## src/rtl/fir_sample_sched.sv

```systemverilog
// Sample-rate sequencer for the FIR datapaths: tick generation, input buffering,
// latency tracking, result handshake and coefficient bank reload with flush.
module fir_sample_sched #(
  parameter int DATA_WIDTH = 24,
  parameter int COEF_WIDTH = 16,
  parameter int FIR_LENGTH = 51,
  parameter int CLK_DIV    = 250,
  parameter int PIPE_LAT   = 2,
  parameter int ADDR_W     = $clog2(FIR_LENGTH)
) (
  input  logic                  i_clk,
  input  logic                  i_rst_n,
  input  logic                  i_enable,
  input  logic [DATA_WIDTH-1:0] i_s_data,
  input  logic                  i_s_valid,
  output logic                  o_s_ready,
  output logic [DATA_WIDTH-1:0] o_fir_data,
  output logic                  o_fir_en,
  input  logic [DATA_WIDTH-1:0] i_fir_data,
  output logic [DATA_WIDTH-1:0] o_m_data,
  output logic                  o_m_valid,
  input  logic                  i_m_ready,
  input  logic                  i_cfg_we,
  input  logic [ADDR_W-1:0]     i_cfg_addr,
  input  logic [COEF_WIDTH-1:0] i_cfg_data,
  input  logic                  i_cfg_commit,
  output logic                  o_cfg_busy,
  output logic                  o_coef_we,
  output logic [ADDR_W-1:0]     o_coef_addr,
  output logic [COEF_WIDTH-1:0] o_coef_data,
  output logic                  o_bank_swap,
  output logic                  o_underrun,
  output logic                  o_overrun,
  input  logic                  i_clr_status
);

  localparam int CNT_W       = $clog2(CLK_DIV);
  localparam int FLUSH_TICKS = FIR_LENGTH + PIPE_LAT;
  localparam int FL_W        = $clog2(FLUSH_TICKS);

  typedef enum logic [1:0] {IDLE, RUN, SWAP_WAIT, FLUSH} state_t;

  state_t                  state_q, state_d, resume_q, resume_d;
  logic [CNT_W-1:0]        cnt_q, cnt_d;
  logic [FL_W-1:0]         flush_q, flush_d;
  logic                    hold_valid_q, hold_valid_d;
  logic [DATA_WIDTH-1:0]   hold_data_q, hold_data_d;
  logic [PIPE_LAT-1:0]     lat_q, lat_d;
  logic [DATA_WIDTH-1:0]   fir_data_q, fir_data_d;
  logic                    fir_en_q, fir_en_d;
  logic                    swap_q, swap_d;
  logic [DATA_WIDTH-1:0]   m_data_q, m_data_d;
  logic                    m_valid_q, m_valid_d;
  logic                    under_q, under_d;
  logic                    over_q, over_d;
  logic                    coef_we_q, coef_we_d;
  logic [ADDR_W-1:0]       coef_addr_q, coef_addr_d;
  logic [COEF_WIDTH-1:0]   coef_data_q, coef_data_d;

  logic tick, busy, res_cap, addr_ok;

  always_comb begin
    busy    = (state_q == SWAP_WAIT) || (state_q == FLUSH);
    // Ticks are suppressed in the cycle enable drops so no half-processed sample slot is left behind.
    tick    = (state_q != IDLE) && i_enable && (cnt_q == CNT_W'(CLK_DIV - 1));
    res_cap = tick && lat_q[PIPE_LAT-1] && (state_q == RUN);
    addr_ok = {1'b0, i_cfg_addr} < (ADDR_W + 1)'(FIR_LENGTH);

    state_d      = state_q;
    resume_d     = resume_q;
    cnt_d        = cnt_q;
    flush_d      = flush_q;
    hold_valid_d = hold_valid_q;
    hold_data_d  = hold_data_q;
    lat_d        = lat_q;
    fir_data_d   = fir_data_q;
    fir_en_d     = tick;
    swap_d       = tick && (state_q == SWAP_WAIT);
    m_data_d     = m_data_q;
    m_valid_d    = m_valid_q;
    under_d      = under_q;
    over_d       = over_q;
    coef_we_d    = !busy && i_cfg_we && addr_ok;
    coef_addr_d  = coef_addr_q;
    coef_data_d  = coef_data_q;

    unique case (state_q)
      IDLE:      if (i_enable) state_d = resume_q;
      RUN:       if (i_cfg_commit) state_d = SWAP_WAIT;
      SWAP_WAIT: if (tick) state_d = FLUSH;
      FLUSH:     if (tick && (flush_q == FL_W'(FLUSH_TICKS - 1))) state_d = RUN;
      default:   state_d = IDLE;
    endcase
    // Remember where we were so a swap or flush in progress resumes (flush restarts in full).
    if (!i_enable) begin
      state_d = IDLE;
      if (state_q != IDLE) resume_d = state_q;
    end

    if (state_q == IDLE || !i_enable) cnt_d = '0;
    else if (tick)                    cnt_d = '0;
    else                              cnt_d = cnt_q + CNT_W'(1);

    if (state_q != FLUSH) flush_d = '0;
    else if (tick)        flush_d = flush_q + FL_W'(1);

    if (tick) begin
      fir_data_d   = hold_valid_q ? hold_data_q : '0;
      lat_d        = PIPE_LAT'({lat_q, hold_valid_q});
      hold_valid_d = 1'b0;
    end
    if (i_s_valid && o_s_ready) begin
      hold_valid_d = 1'b1;
      hold_data_d  = i_s_data;
    end

    if (res_cap) begin
      m_data_d  = i_fir_data;
      m_valid_d = 1'b1;
    end else if (i_m_ready) begin
      m_valid_d = 1'b0;
    end

    if (tick && !hold_valid_q)                  under_d = 1'b1;
    else if (i_clr_status)                      under_d = 1'b0;
    if (res_cap && m_valid_q && !i_m_ready)     over_d  = 1'b1;
    else if (i_clr_status)                      over_d  = 1'b0;

    if (coef_we_d) begin
      coef_addr_d = i_cfg_addr;
      coef_data_d = i_cfg_data;
    end
  end

  always_ff @(posedge i_clk or negedge i_rst_n) begin
    if (!i_rst_n) begin
      state_q      <= IDLE;
      resume_q     <= RUN;
      cnt_q        <= '0;
      flush_q      <= '0;
      hold_valid_q <= 1'b0;
      hold_data_q  <= '0;
      lat_q        <= '0;
      fir_data_q   <= '0;
      fir_en_q     <= 1'b0;
      swap_q       <= 1'b0;
      m_data_q     <= '0;
      m_valid_q    <= 1'b0;
      under_q      <= 1'b0;
      over_q       <= 1'b0;
      coef_we_q    <= 1'b0;
      coef_addr_q  <= '0;
      coef_data_q  <= '0;
    end else begin
      state_q      <= state_d;
      resume_q     <= resume_d;
      cnt_q        <= cnt_d;
      flush_q      <= flush_d;
      hold_valid_q <= hold_valid_d;
      hold_data_q  <= hold_data_d;
      lat_q        <= lat_d;
      fir_data_q   <= fir_data_d;
      fir_en_q     <= fir_en_d;
      swap_q       <= swap_d;
      m_data_q     <= m_data_d;
      m_valid_q    <= m_valid_d;
      under_q      <= under_d;
      over_q       <= over_d;
      coef_we_q    <= coef_we_d;
      coef_addr_q  <= coef_addr_d;
      coef_data_q  <= coef_data_d;
    end
  end

  assign o_s_ready   = !hold_valid_q || tick;
  assign o_fir_data  = fir_data_q;
  assign o_fir_en    = fir_en_q;
  assign o_m_data    = m_data_q;
  assign o_m_valid   = m_valid_q;
  assign o_cfg_busy  = busy;
  assign o_coef_we   = coef_we_q;
  assign o_coef_addr = coef_addr_q;
  assign o_coef_data = coef_data_q;
  assign o_bank_swap = swap_q;
  assign o_underrun  = under_q;
  assign o_overrun   = over_q;

endmodule

```

## config.mk

```make
export PLATFORM = sky130hd
export DESIGN_NAME = fir_sample_sched
export DESIGN_NICKNAME = d
export VERILOG_FILES = /design/src/rtl/fir_sample_sched.sv
export SDC_FILE = /design/constraint.sdc
export NUM_CORES = 1
export LEC_CHECK = 0
export CAP_MARGIN = 30
export CELL_PAD_IN_SITES_DETAIL_PLACEMENT = 2
export CELL_PAD_IN_SITES_GLOBAL_PLACEMENT = 2
export CORE_AREA = 2 2 139 127
export DETAILED_ROUTE_END_ITERATION = 8
export DIE_AREA = 0 0 141 129
export GPL_TIMING_DRIVEN = 0
export MAX_ROUTING_LAYER = met4
export PLACE_DENSITY = 0.86
export SETUP_SLACK_MARGIN = 0.05
export SYNTH_ARGS = -nofsm -noshare
export SYNTH_HDL_FRONTEND = slang
export SYNTH_SLANG_ARGS = --single-unit
```

## constraint.sdc

```tcl
create_clock -name i_clk -period 2.2 [get_ports i_clk]
set_input_delay 0.66 -clock i_clk [delete_from_list [all_inputs] [get_ports i_clk]]
set_output_delay 0.66 -clock i_clk [all_outputs]
set_load 0.1 [all_outputs]
```

==> impl_metrics.csv <==
group,metric,value,unit
synthesis,syn_area_per_cell,12.9,um2
drt,ant_nets,0,
floorplanning,die_w,141,um
power_and_ir_drop,p_clk_share,48.5,%
finish,area_delta_synth_final,63.2,%
sta,fin_crit,2.34,ns
synthesis,synth_cell_types,38,
sta,fin_setup_tns,-1.13,ns
finish,nets,671,
drt,drc,0,
worst_setup_path,worstSetupEndpointType,"output port",
global_route,antenna_found_initial,0,
flow_run,cap_violations,0,
sta,finalCritPeriodShare,106,%
sta,hold_viol,0,
finish,final_area,0.00809,mm2
finish,mostFrequentLayoutCell,"dfrtp_1",
cts,cts_buffer_depth,2,
drt,wl,16.6,mm
placed_design,dpl_worst_slack,-1.52,ns
synthesis,async_reset_ff_share,100,%
sta,rsz0062_at_grt,"true",
worst_setup_path,cp_max_fo,3,
sta,relSlewSlack,61.3,%
synthesis,syn_inst,383,
finish,drive_above_1_share,39.8,%
worst_setup_path,cp-start-kind,"flop",
sta,final-max-slew-violation-count,0,
finish,fin_cells,809,
drt,viasPerCell,4.61,
placed_design,place_congestion,0.782,
synthesis,netlist_area,0.00496,mm2
placed_design,io_buffer_count,155,
finish,n_fill_cell,1610,
sta,finClkSkew,0.00682,ns
run_status,outcome,"complete, but fails checks",
floorplanning,initial_core_util,29.7,%
drt,vias,3731,
placed_design,placedCellCount,750,
floorplanning,die-area,0.0182,mm2
finish,layout_common_cells,"120 x dfrtp_1, 76 x clkdlybuf4s15_2, 75 x clkdlybuf4s50_1",
cts,cts_tree,"built",
cts,cts_made_buffers,17,
global_route,grt_pass1_wl,26.0,mm
synthesis,synth_enable_flop_cells,0,
worst_setup_path,worstRegToRegCells,10,
sta,worstMarginPinSlew,0.583,ns
power_and_ir_drop,p_int,0.00454,W
cts,clock-sinks,121,
floorplanning,chipHeight,129,um
placed_design,post-dp-hpwl,10.1,mm
synthesis,syn-num-nets,469,
synthesis,synth_warnings,0,
sta,fin_ws,-0.142,ns
run_status,violations,"negative setup slack",
floorplanning,ios,156,
worst_setup_path,arrival,1.68,ns
worst_setup_path,worst_ep_required_time,1.54,ns
placed_design,placed_cell_area,0.00681,mm2
power_and_ir_drop,p_switching,0.00175,W
drt,dr.pass1.iters,4,
cts,clk_pin_slew_worst_paths,0.06,ns
sta,setup_viol,36,
cts,clk_latency,0.42,ns
power_and_ir_drop,powerDensity,777,mW/mm2
global_route,overflow,0,
power_and_ir_drop,p_seq_share,37.8,%
worst_setup_path,r2r_slack,-0.05,ns
global_route,grt_max_degree,70,
worst_hold_path,hp-class,"input port to async pin",
floorplanning,std_cell_rows,45,
drt,first_iter_violations,78,
drt,wl_per_cell,20.5,um
cts,htreeDepth,4,
global_route,grt_usage,19.8,%
synthesis,synth-seq-area-share,61.1,%
cts,root_buffer,"clkbuf_16",
synthesis,ys_dominant_reg_cell,"dfrtp_1",
global_route,grt_pass1_vias,4378,
sta,fmax,0.427,GHz
power_and_ir_drop,combPwrFrac,13.7,%
power_and_ir_drop,p_leak,3.70,nW
floorplanning,core_area,0.0167,mm2
synthesis,ys_ff_latch,121,
power_and_ir_drop,switching_share,27.9,%
worst_setup_path,crit_type,"flop to output port",
finish,diodes,0,
power_and_ir_drop,ir_drop,0.481,mV
-- cells in the mapped netlist (2+ instances only) --
cell type,count,area [um2]
dfrtp_1,120,3000
nand2_1,68,255
mux2_2,48,541
nand3_1,30,150
mux2_4,20,300
nor2_1,14,52.6
inv_1,11,41.3
ha_1,8,100
clkbuf_1,6,22.5
o21ai_0,5,25.0
a21oi_1,4,20.0
mux2_1,4,45.0
xnor2_1,4,35.0
xor2_1,4,35.0
buf_2,3,15.0
buf_4,3,22.5
and2b_1,2,15.0
and3_4,2,22.5
and4_1,2,17.5
buf_12,2,40.0
mux2i_1,2,20.0
nand2b_1,2,12.5
nand4_1,2,12.5
o22ai_1,2,12.5
or3_1,2,12.5
-- critical path, stage by stage (launching register included) --
cell	delay, ns
dfrtp_1	0.39
inv_2	0.07
ha_4	0.17
and2b_2	0.25
nand3_4	0.09
nand2_4	0.10
buf_12	0.18
-- final cells by class --
type / instances / area (um2) / share of cell area, %
Sequential cell: 121 / 3030 / 37.4
Timing Repair Buffer: 184 / 2040 / 25.2
Multi-Input combinational cell: 235 / 1940 / 24.0
Clock buffer: 17 / 425 / 5.26
Tap cell: 211 / 264 / 3.26
Clock inverter: 15 / 216 / 2.67
Buffer: 14 / 129 / 1.59
Inverter: 12 / 47.5 / 0.588
-- layer usage --
| metal | wire length, um | part of all wire [%] | vias to the layer above | global-route usage, % |
|---|---|---|---|---|
| met5 | 0 | 0 | - | - |
| met4 | 161 | 0.97 | 0 | 5.29 |
| met3 | 979 | 5.9 | 15 | 6.22 |
| met2 | 8800 | 53 | 121 | 35.0 |
| met1 | 6620 | 40 | 1885 | 21.7 |
| li1 | - | - | 1710 | - |
-- stage by stage --
| stage | power [W] | utilization, % | hold WS [ns] |
|---|---|---|---|
| final | 0.00629 | 48.4 | 0.200 |
| after global routing | 0.00652 | 48.4 | 0.212 |
| after CTS | 0.00636 | 47.6 | 0.200 |
| after detailed placement | 0.00326 | 40.7 | 0.462 |
| after global placement | 0.00323 | 40.6 | 0.456 |
| after floorplan | 0.00290 | - | 0.364 |
-- flip-flops by register name, summed over array words and instances (netlist names) --
register,count
state_q,2
cnt_q,8
o_overrun,1
resume_q,2
flush_q,6
lat_q,2
o_coef_data,16
o_coef_addr,6
o_bank_swap,1
o_m_data,24
hold_data_q,24
o_fir_en,1
hold_valid_q,1
o_coef_we,1
o_underrun,1
o_fir_data,24
o_m_valid,1
-- logic make-up (layout without fill, tap and decap cells) --
logic type / count (synthesis) / in the layout / synth area share [%]
AO/OA/AOI/OAI: 16 / 16 / 2.17
XOR/XNOR: 8 / 8 / 1.41
adder cells (fa/ha/maj): 8 / 8 / 2.02
buffers and inverters: 27 / 242 / 3.15
flip-flops: 121 / 121 / 61.1
multiplexers: 74 / 74 / 18.3
AND/OR/NAND/NOR: 129 / 129 / 11.9
-- path summary, 6_finish.rpt --
| path | from | end |
|---|---|---|
| worst max-delay path | state_q[1] | o_s_ready |
| max in group asynchronous | i_rst_n | resume_q[0] |
| min in group i_clk | o_fir_data[18] | o_fir_data[18] |
| worst min-delay path | i_rst_n | o_coef_data[13] |
| worst min register to register | o_fir_data[18] | o_fir_data[18] |
| worst max register to register | state_q[1] | o_m_data[6] |
-- timing repair --
action                     in CTS  in global routing
setup endpoints to repair     153                 70
pin swaps                       4                  3
gates cloned                    3                  1
gates resized for setup       297                 15
hold buffers                    0                  0
setup buffers                  15                 10
-- power by group through the flow --
stage / clock network [W] / logic, W / registers, W
2_1_floorplan: 0 / 0.000100 / 0.00280
3_3_place_gp: 0 / 0.000823 / 0.00240
3_5_place_dp: 0 / 0.000848 / 0.00241
4_1_cts: 0.00312 / 0.000862 / 0.00238
5_1_grt: 0.00323 / 0.000897 / 0.00239
6_report: 0.00305 / 0.000861 / 0.00238
Power figures use the tool's default switching activity.
